===== config.mk =====
export PLATFORM = sky130hd
export DESIGN_NAME = load_store_unit
export DESIGN_NICKNAME = d
export VERILOG_FILES = /design/src/rtl/load_store_unit.sv
export SDC_FILE = /design/constraint.sdc
export NUM_CORES = 1
export LEC_CHECK = 0
export BUFFER_PORTS_ARGS = -buffer_cell sky130_fd_sc_hd__clkbuf_2
export CAP_MARGIN = 25
export CORE_MARGIN = 10
export CORE_UTILIZATION = 56
export CTS_BUF_LIST = sky130_fd_sc_hd__clkbuf_4 sky130_fd_sc_hd__clkbuf_8
export DETAILED_ROUTE_END_ITERATION = 12
export PLACE_DENSITY = 0.95
export SETUP_SLACK_MARGIN = 0.15
export SLEW_MARGIN = 0
export SYNTH_ARGS = -nofsm -noshare
export SYNTH_HDL_FRONTEND = slang
export SYNTH_SLANG_ARGS = --single-unit

===== constraint.sdc =====
create_clock -name i_clk -period 6.92 [get_ports i_clk]
set_input_delay 1.384 -clock i_clk [delete_from_list [all_inputs] [get_ports i_clk]]
set_output_delay 1.384 -clock i_clk [all_outputs]
set_load 0.005 [all_outputs]

===== src/rtl/load_store_unit.sv =====
// MEM-stage load/store initiator: word-wide memory requests, sub-word read-modify-write stores,
// lane extraction with sign/zero extension for loads, and misaligned/illegal access rejection.
module load_store_unit #(
    parameter int unsigned ADDR_LENGTH = 32,
    parameter int unsigned DATA_LENGTH = 32,
    parameter int unsigned WORD_ADDR_W = 30
) (
    input  logic                   i_clk,
    input  logic                   i_rst,
    input  logic                   i_req,
    output logic                   o_ready,
    input  logic                   i_we,
    input  logic                   i_re,
    input  logic [4:0]             i_size_control,
    input  logic [ADDR_LENGTH-1:0] i_addr,
    input  logic [DATA_LENGTH-1:0] i_wdata,
    output logic                   o_valid,
    output logic [DATA_LENGTH-1:0] o_rdata,
    output logic                   o_misaligned,
    output logic [WORD_ADDR_W-1:0] o_mem_addr,
    output logic                   o_mem_re,
    output logic                   o_mem_we,
    output logic [4:0]             o_mem_size,
    output logic [DATA_LENGTH-1:0] o_mem_wdata,
    input  logic [DATA_LENGTH-1:0] i_mem_rdata
);

    localparam logic [1:0] SZ_B = 2'b01;
    localparam logic [1:0] SZ_H = 2'b10;

    typedef enum logic [2:0] {
        IDLE = 3'd0,
        RD   = 3'd1,
        CAP  = 3'd2,
        WR   = 3'd3,
        DONE = 3'd4,
        ERR  = 3'd5
    } state_t;

    state_t state, state_n;

    logic        op_store;
    logic [1:0]  size_q;
    logic        signed_q;
    logic [1:0]  lane_q;
    logic [15:0] store_lo;

    logic        accept_c;
    logic        is_store_c;
    logic        is_load_c;
    logic        illegal_c;
    logic [1:0]  in_size_c;
    logic        mis_c;
    logic [7:0]  lane_byte_c;
    logic [15:0] lane_half_c;
    logic [DATA_LENGTH-1:0] load_ext_c;
    logic [DATA_LENGTH-1:0] merged_c;

    assign o_mem_size = 5'b0;

    // Request decode and alignment check on the live inputs at accept time
    always_comb begin
        accept_c   = i_req && (state == IDLE);
        is_store_c = i_we && !i_re;
        is_load_c  = i_re && !i_we;
        illegal_c  = i_we && i_re;
        in_size_c  = is_store_c ? i_size_control[1:0] : i_size_control[4:3];
        mis_c      = 1'b0;
        if (is_store_c || is_load_c) begin
            if (in_size_c == SZ_H)
                mis_c = i_addr[0];
            else if (in_size_c != SZ_B)
                mis_c = (i_addr[1:0] != 2'b00);
        end
    end

    always_ff @(posedge i_clk or posedge i_rst) begin
        if (i_rst)
            state <= IDLE;
        else
            state <= state_n;
    end

    always_comb begin
        state_n = state;
        case (state)
            IDLE: begin
                if (accept_c) begin
                    if (illegal_c || mis_c)
                        state_n = ERR;
                    else if (is_load_c)
                        state_n = RD;
                    else if (is_store_c)
                        state_n = (in_size_c == SZ_B || in_size_c == SZ_H) ? RD : WR;
                    else
                        state_n = DONE;
                end
            end
            RD:      state_n = CAP;
            CAP:     state_n = op_store ? WR : DONE;
            WR:      state_n = DONE;
            DONE:    state_n = IDLE;
            ERR:     state_n = IDLE;
            default: state_n = IDLE;
        endcase
    end

    // Little-endian lane selection and extension of the returned memory word
    always_comb begin
        case (lane_q)
            2'd0:    lane_byte_c = i_mem_rdata[7:0];
            2'd1:    lane_byte_c = i_mem_rdata[15:8];
            2'd2:    lane_byte_c = i_mem_rdata[23:16];
            default: lane_byte_c = i_mem_rdata[31:24];
        endcase
        lane_half_c = lane_q[1] ? i_mem_rdata[31:16] : i_mem_rdata[15:0];
        case (size_q)
            SZ_B:    load_ext_c = signed_q ? {{24{lane_byte_c[7]}}, lane_byte_c}
                                           : {24'h0, lane_byte_c};
            SZ_H:    load_ext_c = signed_q ? {{16{lane_half_c[15]}}, lane_half_c}
                                           : {16'h0, lane_half_c};
            default: load_ext_c = i_mem_rdata;
        endcase
    end

    // Read-modify-write merge: only the addressed lane is replaced
    always_comb begin
        merged_c = i_mem_rdata;
        if (size_q == SZ_B) begin
            case (lane_q)
                2'd0:    merged_c[7:0]   = store_lo[7:0];
                2'd1:    merged_c[15:8]  = store_lo[7:0];
                2'd2:    merged_c[23:16] = store_lo[7:0];
                default: merged_c[31:24] = store_lo[7:0];
            endcase
        end else if (lane_q[1]) begin
            merged_c[31:16] = store_lo;
        end else begin
            merged_c[15:0] = store_lo;
        end
    end

    // Registered outputs follow the next state so strobes are pure state decodes
    always_ff @(posedge i_clk or posedge i_rst) begin
        if (i_rst) begin
            o_ready      <= 1'b1;
            o_valid      <= 1'b0;
            o_misaligned <= 1'b0;
            o_mem_re     <= 1'b0;
            o_mem_we     <= 1'b0;
            o_rdata      <= '0;
            o_mem_addr   <= '0;
            o_mem_wdata  <= '0;
            op_store     <= 1'b0;
            size_q       <= 2'b00;
            signed_q     <= 1'b0;
            lane_q       <= 2'b00;
            store_lo     <= 16'h0;
        end else begin
            o_ready      <= (state_n == IDLE);
            o_valid      <= (state_n == DONE) || (state_n == ERR);
            o_misaligned <= (state_n == ERR);
            o_mem_re     <= (state_n == RD);
            o_mem_we     <= (state_n == WR);
            if (accept_c) begin
                op_store   <= is_store_c;
                size_q     <= in_size_c;
                signed_q   <= i_size_control[2];
                lane_q     <= i_addr[1:0];
                store_lo   <= i_wdata[15:0];
                o_mem_addr <= i_addr[WORD_ADDR_W+1:2];
                if (is_store_c)
                    o_mem_wdata <= i_wdata;
            end
            if (state == CAP) begin
                if (op_store)
                    o_mem_wdata <= merged_c;
                else
                    o_rdata <= load_ext_c;
            end
        end
    end

endmodule

# [Word-level counts from Yosys, hierarchy flattened]
# Index checks and enable logic that the tools add are counted.
[totals] inputBits=106 register_bits=124 elab_cells=72 output_inout_bits=104
[classes] reduce_logical=16 n_eq_ne=14 bitwise=1 muxes=27
[ops] op="32-bit two-way mux" n=7
[ops] op="32-bit one-hot mux with 2 select lines" n=1
[ops] op="16-bit two-way mux" n=3
[ops] op="8-bit two-way mux" n=4
[ops] op="8-bit one-hot mux with 3 select lines" n=1
[ops] op="3-bit two-way mux" n=5
[ops] op="3-bit one-hot mux with 4 select lines" n=1
[ops] op="3-bit by 2-bit equality test with 1-bit output, second input constant" n=3
[ops] op="2-bit by 1-bit equality test with 1-bit output, second input constant" n=3
[ops] op="2-bit equality test, second input constant" n=3
[ops] op="3-bit by 1-bit equality test with 1-bit output, second input constant" n=2
[ops] op="3-bit equality test, second input constant" n=2
[ops] op="3-bit logical NOT" n=2
[ops] op="1-bit logical AND" n=4
[ops] op="1-bit logical OR" n=4
[ops] op="2-bit two-way mux" n=2
[ops] op="1-bit two-way mux" n=3
[ops] op="3-bit OR reduction" n=1
[ops] op="1-bit logical NOT" n=2
[ops] op="2-bit logical NOT" n=1
[ops] op="2-bit by 1-bit inequality test with 1-bit output, second input constant" n=1
[ops] op="2-bit AND reduction" n=1
[ops] op="2-bit nonzero test" n=1
[ops] op="1-bit NOT" n=1

# [Longest topological paths before layout]
# Gate-level depths: netlist of run 1.
[depth] depth_word=13 mapped_depth=12 mapped_depth_nobuf=10

# [Least setup slack after synthesis of run 1]
# No wires, ideal clock.
[synth_path] path_type="input-to-reg" from="input port i_re" to="register o_ready" required_time_ps=6838 slack_ps=3534 n_path_buf=2 setup_time_ps=82 t_arrival_ps=3304 cell_stages=12 path_cell_list="inv_1 -> ha_1 -> clkbuf_1 -> clkbuf_1 -> mux2i_1 -> inv_1 -> ha_1 -> nor2b_1 -> o211ai_1 -> a41oi_1 -> inv_1 -> nor3_1"
[synth_via] elab_chain_len=12 word_cells_on_any_way=21 classes_between="eq/ne (3); mux (10); reduce/logical (8)"
[synth_rtl] item="start, declared" line_no="13" rtl="input logic i_re,"
[synth_rtl] item="1-bit logical NOT *" line_no="64" rtl="is_store_c = i_we && !i_re;"
[synth_rtl] item="1-bit logical AND *" line_no="64"
[synth_rtl] item="net is_store_c" line_no="49" rtl="logic is_store_c;"
[synth_rtl] item="2-bit two-way mux *" line_no="67" rtl="in_size_c = is_store_c ? i_size_control[1:0] : i_size_control[4:3];"
[synth_rtl] item="net in_size_c[1]" line_no="52" rtl="logic [1:0] in_size_c;"
[synth_rtl] item="2-bit by 1-bit equality test with 1-bit output (tied with other cells)" line_no="94" rtl="state_n = (in_size_c == SZ_B || in_size_c == SZ_H) ? RD : WR;"
[synth_rtl] item="1-bit logical OR / 1-bit two-way mux (equally long branches)" line_no="94, 72"
[synth_rtl] item="2-bit two-way mux / 1-bit two-way mux (equally long branches)" line_no="94, 70"
[synth_rtl] item="3-bit two-way mux / 1-bit two-way mux (equally long branches)" line_no="93, 69"
[synth_rtl] item="3-bit two-way mux / 1-bit logical OR (equally long branches)" line_no="91, 89"
[synth_rtl] item="3-bit two-way mux *" line_no="89" rtl="if (illegal_c || mis_c)"
[synth_rtl] item="3-bit two-way mux *" line_no="88" rtl="if (accept_c) begin"
[synth_rtl] item="3-bit one-hot mux with 4 select lines *" line_no="86" rtl="case (state)"
[synth_rtl] item="net state_n[1]" line_no="40" rtl="state_t state, state_n;"
[synth_rtl] item="3-bit logical NOT *" line_no="160" rtl="o_ready <= (state_n == IDLE);"
[synth_rtl] item="end signal, assigned" line_no="160"
[synth_rtl] item="end, declared" line_no="11" rtl="output logic o_ready,"
# Mark *: on every way through the listed nets, which the timed path passes. The rest lies on a longest branch.
# A chain may end at the register's enable or synchronous reset.

# [Worst setup path in the final report of run 1]
[layout_path] from="register lane_q[1]" to="register o_mem_wdata[24]"
[layout_via] elab_chain_len=6 word_cells_on_any_way=9 classes_between="eq/ne (2); mux (5); reduce/logical (2)"
[layout_rtl] item="start, declared" line_no="45" rtl="logic [1:0] lane_q;"
[layout_rtl] item="start signal, assigned" line_no="169" rtl="lane_q <= i_addr[1:0];"
[layout_rtl] item="2-bit equality test (tied with other cells)" line_no="130" rtl="case (lane_q)"
[layout_rtl] item="3-bit OR reduction (no line)"
[layout_rtl] item="8-bit two-way mux" line_no="130"
[layout_rtl] item="32-bit two-way mux *" line_no="129" rtl="if (size_q == SZ_B) begin"
[layout_rtl] item="32-bit two-way mux *" line_no="176" rtl="if (op_store)"
[layout_rtl] item="32-bit two-way mux *" line_no="175" rtl="if (state == CAP) begin"
[layout_rtl] item="end signal, assigned" line_no="173" rtl="o_mem_wdata <= i_wdata;"
[layout_rtl] item="end signal, assigned" line_no="177" rtl="o_mem_wdata <= merged_c;"
[layout_rtl] item="end, declared" line_no="24" rtl="output logic [DATA_LENGTH-1:0] o_mem_wdata,"
# Every way passes the cells marked *; elsewhere a longest branch is shown, timed or not.

==> metrics.yaml, run 1 <==
run_status:
  status: "finished, final reports clean"
route:
  drc: 0
  first_iter_violations: 812
  ant_nets: 0
  vias: 5899
  first_pass_iters: 6
  wire_per_inst_um: 19.70
  wirelength_mm: 19.70
  viasPerCell: 5.899
floorplanning:
  die-area_mm2: 0.01562
  top_level_ports: 210
  die_h_um: 125.0
  start_util_pct: 57.18
  num_rows: 38
  die_w_um: 125.0
  core_area_mm2: 0.01079
setup_path:
  slowest_stage: "dfrtp_1"
  cp-end-kind: "flop"
  crit_chain: "clkinv_1 -> a21oi_1 -> o2bb2ai_1 -> a21oi_1"
  arrival_ns: 3.59
  reg2reg_from: "lane_q[1]$_DFFE_PP0P_"
  crit_type: "reg2reg"
  r2r-end: "o_mem_wdata[24]$_DFF_PP0_"
  cp_slowest_stage_delay_ns: 1.02
  startpoint_type: "flop"
  r2r_slack_ns: 3.67
  r2r_cells: 4
  required_ns: 7.27
  cp_common_cell: "a21oi_1"
  worst-path-max-fanout: 27
clock_tree:
  cts-htree-levels: 4
  cts_tree: "yes"
  cts_setup_buffers: 0
  cts_num_sinks: 124
  ctsResizeCount: 0
  path_clk_slew_ns: 0.08
  hold_buffers: 0
  cts_root_buffer: "clkbuf_8"
  clock_path_buffers: 2
  insertion_delay_ns: 0.44
  cts_buffers: 17
grt:
  grtUsageMet2_pct: 38.20
  grt_pass1_vias: 6162
  grt_use_met1_pct: 29.72
  top_usage_layer: "met2"
  grt_max_degree: 80
  grt.met3_usage_pct: 10.35
  grt.overflow.total: 0
  grtUsageTotal_pct: 24.63
  antenna_found_initial: 1
  grt_pass1_wl_mm: 31.83
timing:
  tightest_slew_ns: 1.021
  fin_crit_ns: 3.247
  slew_headroom_pct: 31.90
  fin_setup_tns_ns: 0
  final_max_slew_viol_count: 0
  fin_worst_skew_ns: 0.01231
  rsz0062_at_grt: "no"
  max_freq_mhz: 308.0
  setup_violations: 0
  finalCritPeriodShare_pct: 46.92
  holdWs_ns: 0.4774
  final_hold_viol_count: 0
synthesis:
  synth_top_area_cell: "dfrtp_1"
  ys.flop_type: "dfrtp_1"
  yosysUniqueCellTypes: 42
  synth.cell_area_mm2: 0.006171
  synth.most_common_cell: "nand2_1"
  yosysTopAreaCellShare_pct: 49.88
  ys_warn_count: 0
  synthArstFlopShare_pct: 100.0
  ys_top_cells_by_area: "dfrtp_1, nand2_1, a21oi_1, mux2i_1, a211oi_1"
  syn_area_per_cell_um2: 9.280
  synth_edf_count: 0
  syn_inst: 665
  synthTopCellsByCount: "nand2_1, dfrtp_1, a21oi_1"
  synth_seq_area_share_pct: 50.30
  synth_seq_cells: 124
power:
  p_seq_share_pct: 37.0
  p_clk_share_pct: 20.6
  internal_power_mw: 2.161
  pwr-share-comb_pct: 42.4
  p_sw_mw: 1.507
  vdd_drop_max_mv: 0.2411
  p_per_area_mw_per_mm2: 474.6
  p_leak_nw: 3.991
  power.share.switching_pct: 41.09
  fin_total_pwr_mw: 3.669
worst_hold_path:
  hold_end: "o_mem_addr[29]$_DFFE_PP0P_"
  hold_start: "o_mem_addr[29]$_DFFE_PP0P_"
  hp-class: "reg2reg"
  hold_path_depth: 2
final_layout:
  drive_above_1_share_pct: 30.81
  diodes: 0
  final_area_mm2: 0.007731
  fin_util_pct: 71.63
  num-nets-final: 961
  syn_to_final_growth_pct: 25.28
placed_design:
  dpl_cell_area_mm2: 0.007263
  dp.final_hpwl_mm: 14.48
  port_buffers: 204
  gp_congestion: 0.8707
run:
  cap_viol_max_count: 0
## metrics by stage
step / cells / worst slack (ns)
global placement: 964 / 3.086
detailed placement: 968 / 3.304
finish: 1000 / 3.673
CTS: 1000 / 3.701
floorplan: 669 / 2.238
global route: 1000 / 3.470
## cells in the final DEF (no fill, tap or decap), drive strengths merged, types with 16 or more instances in the layout
cell,n
mux2i,26
a21oi,60
nand2,180
dfrtp,123
a211oi,24
and3,25
o21ai,30
clkbuf,221
nor2,22
o22ai,16
inv,19
nand3b,16
## worst max-delay path by stage
stage                           from                   endpoint  depth (start not counted)
2_1_floorplan                  i_rst      lane_q[0]$_DFFE_PP0P_                          1
3_3_place_gp                   i_req   o_mem_wdata[0]$_DFF_PP0_                          6
3_5_place_dp                   i_req   o_mem_wdata[3]$_DFF_PP0_                          7
4_1_cts                        i_req   o_mem_wdata[3]$_DFF_PP0_                          7
5_1_grt        lane_q[1]$_DFFE_PP0P_  o_mem_wdata[24]$_DFF_PP0_                          4
6_report       lane_q[1]$_DFFE_PP0P_  o_mem_wdata[24]$_DFF_PP0_                          4
## worst max-delay path: cells and delay by family (launching register included)
family          cells  cell delay, ns
compound gates      3            1.24
buf+inv             1            0.91
flops               1            1.02
## cell families after synthesis
kind of cell,Yosys count,share of synthesized area (%)
AOI/OAI and AO/OA,168,17.50
adders and majority gates,8,1.622
buffers and inverters,69,5.231
DFF,124,50.30
muxes,36,6.042
other,1,0.06077
and+or+nand+nor,259,19.24
## flip-flops by register name (all words and copies together) (netlist names), 2 cells and up
name and count:
store_lo 16, o_mem_wdata 32, o_mem_addr 30, size_q 2
o_rdata 32, lane_q 2, state 3
## layout make-up
type | count | area [µm²]
Tap cell | 140 | 175.2
Timing Repair Buffer | 213 | 1161
Multi-Input combinational cell | 476 | 2764
Clock buffer | 17 | 234.0
Clock inverter | 15 | 234.0
Inverter | 15 | 58.81
Sequential cell | 124 | 3104
Fill cell | 778 | 3062
## power by group through the flow
| stage | combinational, mW | clock (mW) | sequential, mW |
|---|---|---|---|
| after floorplan | 0.967 | 0 | 1.31 |
| after detailed placement | 1.54 | 0 | 1.35 |
| final | 1.56 | 0.757 | 1.36 |
| after CTS | 1.56 | 0.763 | 1.35 |
| after global routing | 1.73 | 0.797 | 1.39 |
| after global placement | 1.46 | 0 | 1.34 |
## metal layers
metal | share of wire, % | up-vias
li1 | - | 2661
met1 | 38 | 2776
met2 | 46 | 395
met3 | 13 | 65
met4 | 3.3 | 2
met5 | 0.066 | -
Power figures use the tool's default switching activity.
==> run 2: changes to the inputs <==
--- a/config.mk
+++ b/config.mk
@@ -8,10 +8,10 @@
 export BUFFER_PORTS_ARGS = -buffer_cell sky130_fd_sc_hd__clkbuf_2
 export CAP_MARGIN = 25
 export CORE_MARGIN = 10
-export CORE_UTILIZATION = 56
+export CORE_UTILIZATION = 52
 export CTS_BUF_LIST = sky130_fd_sc_hd__clkbuf_4 sky130_fd_sc_hd__clkbuf_8
 export DETAILED_ROUTE_END_ITERATION = 12
-export PLACE_DENSITY = 0.95
+export PLACE_DENSITY = 0.89
 export SETUP_SLACK_MARGIN = 0.15
 export SLEW_MARGIN = 0
 export SYNTH_ARGS = -nofsm -noshare
==> constraint.sdc (replaced) <==
create_clock -name i_clk -period 3 [get_ports i_clk]
set_input_delay 0.6 -clock i_clk [delete_from_list [all_inputs] [get_ports i_clk]]
set_output_delay 0.6 -clock i_clk [all_outputs]
set_load 0.005 [all_outputs]
==> run 2 against run 1 <==
Against the previous run:
- sequential cell count stayed put
- first-iteration DRC count shrank 33%
- sequential power up 130%
- final cell count is 1.0% higher
- count of clock-buffer cells in the layout rose by 8
- total power increased by 120%
- critical path type unchanged
- largest cell class unchanged
- highest routed layer is now met4
==> metrics.yaml, run 2 (same netlist as run 1, synthesis figures left out) <==
timing:
  fin_crit_ns: 2.271  # was 3.247 ns
  final_hold_viol_count: 0  # unchanged
  max_freq_mhz: 440.4  # was 308.0 MHz
  setup_violations: 0  # unchanged
  finalCritPeriodShare_pct: 75.70  # was 46.92%
  fin_setup_tns_ns: 0  # unchanged
  fin_worst_skew_ns: 0.01126  # was 0.01231 ns
  slew_headroom_pct: 55.19  # was 31.90%
  rsz0062_at_grt: "no"  # unchanged
  tightest_slew_ns: 0.6722  # was 1.021 ns
  final_max_slew_viol_count: 0  # unchanged
floorplanning:
  die_w_um: 128.9  # was 125.0 µm
  num_rows: 39  # was 38
  start_util_pct: 53.59  # was 57.18%
  core_area_mm2: 0.01152  # was 0.01079 mm²
  die_h_um: 128.9  # was 125.0 µm
  die-area_mm2: 0.01662  # was 0.01562 mm²
  top_level_ports: 210  # unchanged
grt:
  antenna_found_initial: 0  # was 1
  grt.overflow.total: 0  # unchanged
  grt_max_degree: 57  # was 80
  grtUsageTotal_pct: 23.34  # was 24.63%
  grt_pass1_wl_mm: 30.75  # was 31.83 mm
  grt_pass1_vias: 5935  # was 6162
route:
  wire_per_inst_um: 19.12  # was 19.70 µm
  drc: 0  # unchanged
  wirelength_mm: 19.31  # was 19.70 mm
  viasPerCell: 5.714  # was 5.899
  first_pass_iters: 8  # was 6
  first_iter_violations: 540  # was 812
  ant_nets: 0  # unchanged
  vias: 5771  # was 5899
placed_design:
  gp_congestion: 0.8579  # was 0.8707
  port_buffers: 204  # unchanged
  dp_cells: 978  # was 968
  dp.final_hpwl_mm: 14.75  # was 14.48 mm
final_layout:
  stdcell_count: 1010  # was 1000
  num-nets-final: 968  # was 961
  drive_above_1_share_pct: 31.37  # was 30.81%
  mostFrequentLayoutCells: "clkbuf_2, nand2_1, dfrtp_1"  # unchanged
  final_common_cell: "clkbuf_2"  # unchanged
  reg_top3: "o_mem_wdata x32, o_rdata x32, o_mem_addr x30"  # unchanged
  syn_to_final_growth_pct: 24.51  # was 25.28%
  diodes: 0  # unchanged
setup_path:
  crit_start: "lane_q[1]$_DFFE_PP0P_"  # unchanged
  r2r_slack_ns: 0.73  # was 3.67 ns
  crit_type: "reg2reg"  # unchanged
  required_ns: 3.37  # was 7.27 ns
  startpoint_type: "flop"  # unchanged
  cp-end-kind: "flop"  # unchanged
  reg2reg_from: "lane_q[1]$_DFFE_PP0P_"  # unchanged
  arrival_ns: 2.64  # was 3.59 ns
  worst-path-max-fanout: 13  # was 27
clock_tree:
  cts_setup_buffers: 0  # unchanged
  clock_path_buffers: 2  # unchanged
  path_clk_slew_ns: 0.07  # was 0.08 ns
  cts_buffers: 17  # unchanged
  hold_buffers: 0  # unchanged
  ctsResizeCount: 0  # unchanged
  insertion_delay_ns: 0.45  # was 0.44 ns
  cts-htree-levels: 4  # unchanged
  cts_tree: "yes"  # unchanged
  cts_num_sinks: 124  # unchanged
  cts_root_buffer: "clkbuf_8"  # unchanged
run:
  cap_viol_max_count: 0  # unchanged
power:
  vdd_drop_max_mv: 0.6662  # was 0.2411 mV
  p_per_area_mw_per_mm2: 1065  # was 474.6 mW/mm²
  p_leak_nw: 3.985  # was 3.991 nW
worst_hold_path:
  hp-class: "in2async"  # was reg2reg
run_status:
  status: "finished, final reports clean"  # unchanged
[run 2: cell count changes in the layout (fill, tap and decap cells not counted), moves of 3 or more]
cell,delta
clkbuf_8,+5
inv_6,-5
clkinv_4,-4
buf_4,+9
buf_16,-3
clkinv_2,+4
clkbuf_4,+3
bufinv_16,-3
[run 2: path summary, 6_finish.rpt]
path                       cells past startpoint                         to
max in group asynchronous                      3          o_ready$_DFF_PP1_
hold reg to reg                                2  o_mem_addr[4]$_DFFE_PP0P_
hold / removal                                 2  o_mem_addr[5]$_DFFE_PP0P_
setup / recovery                               4  o_mem_wdata[24]$_DFF_PP0_
setup reg to reg                               4  o_mem_wdata[24]$_DFF_PP0_
min in group i_clk                             3  o_mem_addr[1]$_DFFE_PP0P_
[run 2: worst max-delay path, stage by stage (launching register included)]
cell and delay, ns:
dfrtp_1 0.62, clkinv_1 0.47, a21oi_1 0.63, o2bb2ai_1 0.27
a21oi_1 0.21
[run 2: report_power, final]
group	leakage [nW]	switching, mW	internal [mW]
combinational	2.27	2.11	1.49
clock	0.220	0.636	0.869
sequential	1.49	0.580	2.50
total	3.98	3.32	4.86
[run 2: layer usage]
layer / vias up / share of wire (%) / global-route usage, %
met1: 2712 / 40 / 28.36
li1: 2677 / - / -
met4: 0 / 3.0 / 9.900
met5: - / 0 / 0
met2: 337 / 45 / 35.68
met3: 45 / 12 / 10.06
[run 2: cell type report]
type / instances / area [µm²]
Fill cell: 955 / 3832
Sequential cell: 124 / 3104
Multi-Input combinational cell: 476 / 2764
Timing Repair Buffer: 220 / 1166
Clock buffer: 25 / 325.3
Tap cell: 143 / 178.9
Clock inverter: 7 / 85.08
Inverter: 15 / 60.06
[run 2: metrics by stage]
stage	setup slack (ns)	utilization [%]	total power, mW	hold slack, ns	area [µm²]
after detailed placement	0.3345	63.16	6.673	0.4616	7273
after global routing	0.5254	66.72	8.841	0.1384	7684
after floorplan	0.3979	-	5.245	0.4460	6190
final	0.7291	66.72	8.182	0.1256	7684
after CTS	0.7880	66.72	8.202	0.1132	7684
after global placement	0.5475	63.16	6.538	0.4591	7273
